$ cat src/rtl/alu_mul_seq.sv
// rtl/alu_mul_seq.sv - sequential 8x8 shift-and-add multiplier driving an external ALU
//
// Builds a 16-bit unsigned product from two 8-bit operands using only the
// ADD and SHR operations of an external combinational ALU. Each of the eight
// iterations takes three cycles (ADD, SHR_HI, SHR_LO), so a result is ready
// exactly 24 cycles after the accepting edge.
//
// Ports:
//   clk, rst_n              clock (rising edge), asynchronous active-low reset
//   start_valid/start_ready operand handshake; ready only while idle
//   op_a, op_b              multiplicand, multiplier (sampled on accept)
//   alu_oper, alu_a, alu_b  opcode and operands driven to the external ALU
//   alu_out, alu_cy         ALU result and carry, same-cycle combinational
//   res_valid/res_ready     result handshake
//   product                 {hi, lo}; zero except while res_valid is high
module alu_mul_seq (
   input  logic        clk,
   input  logic        rst_n,
   input  logic        start_valid,
   output logic        start_ready,
   input  logic [7:0]  op_a,
   input  logic [7:0]  op_b,
   output logic [2:0]  alu_oper,
   output logic [7:0]  alu_a,
   output logic [7:0]  alu_b,
   input  logic [7:0]  alu_out,
   input  logic        alu_cy,
   output logic        res_valid,
   input  logic        res_ready,
   output logic [15:0] product
);

   localparam logic [2:0] OP_ADD = 3'b000;
   localparam logic [2:0] OP_SHR = 3'b101;

   typedef enum logic [2:0] {
      ST_IDLE   = 3'd0,
      ST_ADD    = 3'd1,
      ST_SHR_HI = 3'd2,
      ST_SHR_LO = 3'd3,
      ST_DONE   = 3'd4
   } state_t;

   state_t     state;
   logic [7:0] hi;
   logic [7:0] lo;
   logic [7:0] mcand;
   logic       c;
   logic       s;
   logic [2:0] iter;

   always_ff @(posedge clk or negedge rst_n) begin
      if (!rst_n) begin
         state <= ST_IDLE;
         hi    <= 8'd0;
         lo    <= 8'd0;
         mcand <= 8'd0;
         c     <= 1'b0;
         s     <= 1'b0;
         iter  <= 3'd0;
      end else begin
         case (state)
            ST_IDLE: begin
               if (start_valid) begin
                  hi    <= 8'd0;
                  lo    <= op_b;
                  mcand <= op_a;
                  iter  <= 3'd0;
                  c     <= 1'b0;
                  state <= ST_ADD;
               end
            end
            ST_ADD: begin
               // c is the 9th bit of the partial sum; it is shifted into hi[7] next.
               if (lo[0]) begin
                  hi <= alu_out;
                  c  <= alu_cy;
               end else begin
                  c  <= 1'b0;
               end
               state <= ST_SHR_HI;
            end
            ST_SHR_HI: begin
               // alu_cy carries the bit falling out of hi into lo[7].
               hi    <= {c, alu_out[6:0]};
               s     <= alu_cy;
               state <= ST_SHR_LO;
            end
            ST_SHR_LO: begin
               lo <= {s, alu_out[6:0]};
               if (iter == 3'd7) begin
                  state <= ST_DONE;
               end else begin
                  iter  <= iter + 3'd1;
                  state <= ST_ADD;
               end
            end
            ST_DONE: begin
               if (res_ready) begin
                  state <= ST_IDLE;
               end
            end
            default: state <= ST_IDLE;
         endcase
      end
   end

   // Outputs depend only on registered state, never on the handshake inputs.
   always_comb begin
      alu_oper    = OP_ADD;
      alu_a       = 8'd0;
      alu_b       = 8'd0;
      start_ready = 1'b0;
      res_valid   = 1'b0;
      product     = 16'd0;
      case (state)
         ST_IDLE: begin
            start_ready = 1'b1;
         end
         ST_ADD: begin
            alu_a = hi;
            alu_b = mcand;
         end
         ST_SHR_HI: begin
            alu_oper = OP_SHR;
            alu_a    = hi;
         end
         ST_SHR_LO: begin
            alu_oper = OP_SHR;
            alu_a    = lo;
         end
         ST_DONE: begin
            res_valid = 1'b1;
            product   = {hi, lo};
         end
         default: ;
      endcase
   end

endmodule

$ cat config.mk
export PLATFORM = sky130hd
export DESIGN_NAME = alu_mul_seq
export DESIGN_NICKNAME = d
export VERILOG_FILES = /design/src/rtl/alu_mul_seq.sv
export SDC_FILE = /design/constraint.sdc
export NUM_CORES = 1
export LEC_CHECK = 0
export ABC_AREA = 1
export CORE_MARGIN = 2
export CORE_UTILIZATION = 45
export CTS_CLUSTER_SIZE = 25
export DETAILED_ROUTE_END_ITERATION = 12
export PLACE_DENSITY = 0.78
export SETUP_SLACK_MARGIN = 0.5
export SLEW_MARGIN = 20
export SYNTH_ARGS = -nofsm -noshare
export SYNTH_HDL_FRONTEND = slang
export SYNTH_SLANG_ARGS = --single-unit
$ cat constraint.sdc
create_clock -name clk -period 3.7 [get_ports clk]
set_input_delay 0.74 -clock clk [delete_from_list [all_inputs] [get_ports clk]]
set_output_delay 0.74 -clock clk [all_outputs]
set_load 0.05 [all_outputs]
### Word-level counts from Yosys, hierarchy flattened

Cells that the tools add are included.

* add/sub/neg operators: 1
* equal/unequal tests: 9
* mux-type cells: 21
* reductions and logical operators: 12

Operators by type and width (number)
* two-way mux 8 bit: 4
* one-hot mux 8 bit (2 select lines): 2
* one-hot mux 8 bit (3 select lines): 1
* two-way mux 3 bit: 6
* two-way mux 16 bit: 1
* one-hot mux 3 bit (5 select lines): 1
* != test 2 bit, second input constant: 4
* AND reduction 2 bit: 4
* equality test 3 x 2 -> 1 bit, second input constant: 2
* equality test 3 bit, second input constant: 2
* one-hot mux 3 bit (2 select lines): 1
* AND reduction 3 bit: 2
* two-way mux 1 bit: 4
* nonzero test 2 bit: 2
* OR reduction 2 bit: 2
* adder 3 x 1 -> 3 bit, second input constant: 1
* equality test 3 x 1 -> 1 bit, second input constant: 1
* logical NOT 3 bit: 1
* nonzero test 3 bit: 1
* one-hot mux 1 bit (2 select lines): 1

* register bits: 32

### Longest topological paths before layout

* depth after elaboration: 3
* mapped depth: 7
* gate-level depth less buffers: 7

### Least setup slack after synthesis

No wires, ideal clock.

* path type: register -> output
* from: register state[0]
* to: output port alu_a[0]
* arrival: 1727 ps
* data required time: 2960 ps
* path slack: 1233 ps
* stages on the path, launching flop included: 7
* path buffers: 1
* path through: dfrtp_1 > buf_2 > inv_1 > nand3_1 > nand2_2 > inv_2 > o22ai_1

* longest elaborated chain between the ends: 3

RTL lines
* start, declared: line 44 `state_t state;`
* start signal, assigned: line 54 `state <= ST_IDLE;`
* start signal, assigned: line 70 `state <= ST_ADD;`
* start signal, assigned: line 81 `state <= ST_SHR_HI;`
* equality test 3 x 1 -> 1 bit / equality test 3 x 2 -> 1 bit (equally long branches): line 116 `case (state)`
* OR reduction 2 bit (no line)
* one-hot mux 8 bit (2 select lines) (*): line 116
* end, declared: line 24 `output logic [7:0] alu_a,`

Every way passes the cells marked *; elsewhere a longest branch is shown, timed or not.

### Worst setup path after layout

* from: register state[0]
* to: output port product[5]

* longest elaborated chain between the ends: 2

RTL lines
* equality test 3 bit: line 116
* two-way mux 16 bit: line 116
* end, declared: line 30 `output logic [15:0] product`

Every way passes these cells.

==> impl_metrics.env <==
export IMPL_synth_top_area_share_pct=46.9
export IMPL_reg2reg_depth=7
export IMPL_ios=66
export IMPL_numCtsBuffers=5
export IMPL_synth_nets=255
export IMPL_vias=1663
export IMPL_max_clock_freq_mhz=330
export IMPL_drive_gt1_share_pct=7.93
export IMPL_fin_crit_sh_pct=82.0
export IMPL_syn_to_final_growth_pct=45.9
export IMPL_clock_sinks=32
export IMPL_hp_class="flop to flop"
export IMPL_regArea_um2=801
export IMPL_fill_cells=309
export IMPL_layout_nets=320
export IMPL_total_leakage_power_nw=1.36
export IMPL_yosysWarnings=0
export IMPL_ant_nets=0
export IMPL_coreArea_um2=3660
export IMPL_critPathCaptureType="output pin"
export IMPL_cts_tree="built"
export IMPL_synth_compound_area_share_pct=7.26
export IMPL_cts_path_max_buffers=2
export IMPL_path_clk_slew_ns=0.06
export IMPL_stdcell_count=338
export IMPL_regToRegEndpoint="iter[0]$_DFFE_PN0P_"
export IMPL_worst_pin_slew_ns=0.518
export IMPL_synth_area_um2=1710
export IMPL_power_density_nw_per_um2=876
export IMPL_ctsHoldBuffers=0
export IMPL_fin_area_um2=2490
export IMPL_dp_hpwl_um=3090
export IMPL_crit_type="flop to output pin"
export IMPL_min_delay_path_depth=2
export IMPL_hold_violations=0
export IMPL_synth_top_family_by_area="simple AND/OR/NAND/NOR gates"
export IMPL_synth_area_leaders="dfrtp_1 (47%), nand2_1 (12%), inv_1 (6.8%)"
export IMPL_synth_adder_area_share_pct=1.47
export IMPL_muxShareOfSynthArea_pct=0
export IMPL_yosysUniqueCellTypes=22
export IMPL_place_area_um2=2370
export IMPL_grt_max_degree=33
export IMPL_setup_worst_path_start_class="flop"
export IMPL_post_cts_setup_buffers=0
export IMPL_seq_area_frac_synth_pct=46.9
export IMPL_finalSetupTns_ns=0
export IMPL_ctsResizeCount=0
export IMPL_avgSynthCellArea_um2=7.62
export IMPL_yosys_area_share_simple_pct=32.8
export IMPL_cts_htree_levels=2
export IMPL_crit_path_max_fanout=19
export IMPL_num_rows=22
export IMPL_timing_hold_ws_ns=0.480
export IMPL_ys_seq_elements=32
export IMPL_r2r_start="state[2]$_DFFE_PN0P_"
export IMPL_track_usage_pct=21.6
export IMPL_diodes=0
export IMPL_synthCells=224
export IMPL_min_to="iter[1]$_DFFE_PN0P_"
export IMPL_r2r_slack_ns=2.22
export IMPL_slew_violations=0
export IMPL_place_congestion=0.902
export IMPL_antenna_found_initial=0
export IMPL_post_drt_via_cell_ratio=4.92
export IMPL_die_w_um=65.6
export IMPL_wl_per_cell_um=12.6
export IMPL_finClkSkew_ns=0.00355
export IMPL_rsz0062_at_grt="no"
export IMPL_die_area_um2=4300
export IMPL_drc=0
export IMPL_min_from="iter[1]$_DFFE_PN0P_"
export IMPL_clk_latency_ns=0.28
export IMPL_setup_viol=0
export IMPL_portBuffers=64
export IMPL_place_ws_ns=0.905
export IMPL_cts_root_buf="clkbuf_8"
export IMPL_required_ns=2.96
export IMPL_grt_remaining_overflow=0
export IMPL_cp_arrival_ns=2.29
export IMPL_cap_violations=0
export IMPL_status="completed"
export IMPL_wl_um=4250
export IMPL_grt_pass1_wl_um=7070
export IMPL_place_inst=330
export IMPL_dr_pass1_iters=4
export IMPL_dieHeight_um=65.6
export IMPL_start_util_pct=46.6
export IMPL_period_needed_ns=3.03
export IMPL_drt_iter0_markers=51
export IMPL_synth_area_leader_cell="dfrtp_1"
export IMPL_synth_xor_area_share_pct=0
export IMPL_ir_drop_v=0.000487
export IMPL_grt_pass1_vias=1614
export IMPL_multi_input_area_um2=713
export IMPL_slew_headroom_pct=65.4
export IMPL_setup_slack_ns=0.665
worst max-delay path, stage by stage (launching register included):
cell             delay [ns]
dfrtp_1                0.50
inv_1                  0.16
nand3_2                0.33
nor2_1                 0.21
clkdlybuf4s50_1        0.82
area by class of cell:
class                   instances  area share [%]
flip-flops and latches         32            32.2
multi-input cells             146            28.6
repair buffers                 66            27.4
inverters                      38            5.73
clock buffers                   8            3.62
well taps                      48            2.41
cell families (layout without fill, tap and decap cells):
kind of cell / Yosys count / after routing
other cells: 1 / 1
buf+inv: 46 / 112
simple gates: 121 / 121
fa+ha+maj: 2 / 2
compound gates: 22 / 22
flops: 32 / 32
registers in the layout (all words and copies together) (netlist names):
| signal | cells |
|---|---|
| c | 1 |
| iter | 3 |
| lo | 8 |
| s | 1 |
| mcand | 8 |
| state | 3 |
| hi | 8 |
per-layer routing:
layer | GRT usage (%) | routed length, um | up-vias
li1 | - | - | 843
met1 | 27.1 | 1980 | 763
met2 | 36.9 | 1960 | 50
met3 | 4.62 | 255 | 7
met4 | 7.55 | 51 | 0
met5 | 0 | 0 | -
worst max path at each step:
| stage | start | to | slack, ns | cells after the start |
|---|---|---|---|---|
| after floorplan | state[0]$_DFFE_PN0P_ | alu_a[0] | 1.23 | 6 |
| after global placement | state[0]$_DFFE_PN0P_ | alu_a[0] | 0.96 | 6 |
| after detailed placement | state[0]$_DFFE_PN0P_ | alu_a[5] | 0.90 | 6 |
| after CTS | state[0]$_DFFE_PN0P_ | alu_a[5] | 0.59 | 6 |
| after global routing | state[0]$_DFFE_PN0P_ | product[7] | 0.50 | 4 |
| final | state[0]$_DFFE_PN0P_ | product[5] | 0.67 | 4 |
report_power, final:
part | switching [mW] | internal (mW)
combinational | 0.895 | 0.412
sequential | 0.0952 | 0.509
clock | 0.118 | 0.151
total | 1.11 | 1.07
placed cells by master, fill, tap and decap left out, drive strengths merged:
master         synthesis  routed
a21oi                  1       1
buf                    8       2
clkbuf                 0       8
clkdlybuf4s50          0      53
conb                   1       1
dfrtp                 32      32
dlymetal6s2s           0      11
ha                     2       2
inv                   38      38
nand2                 57      57
nand3                 24      24
nand3b                 1       1
nand4                 10      10
nor2                  29      29
o21ai                 11      11
o22ai                  9       9
o31ai                  1       1
metrics by stage:
step | total power, mW | util (%)
floorplan | 1.55 | -
global placement | 1.90 | 64.8
detailed placement | 1.93 | 64.8
CTS | 2.20 | 67.3
global route | 2.34 | 68.0
finish | 2.18 | 68.0
cells in the mapped netlist, drive strengths merged:
cell type and count:
nand3b 1, o21ai 11, conb 1, buf 8, nor2 29, dfrtp 32, nand3 24, o22ai 9
ha 2, nand4 10, a21oi 1, o31ai 1, inv 38, nand2 57
No activity file was read; power rests on OpenSTA's default activity.
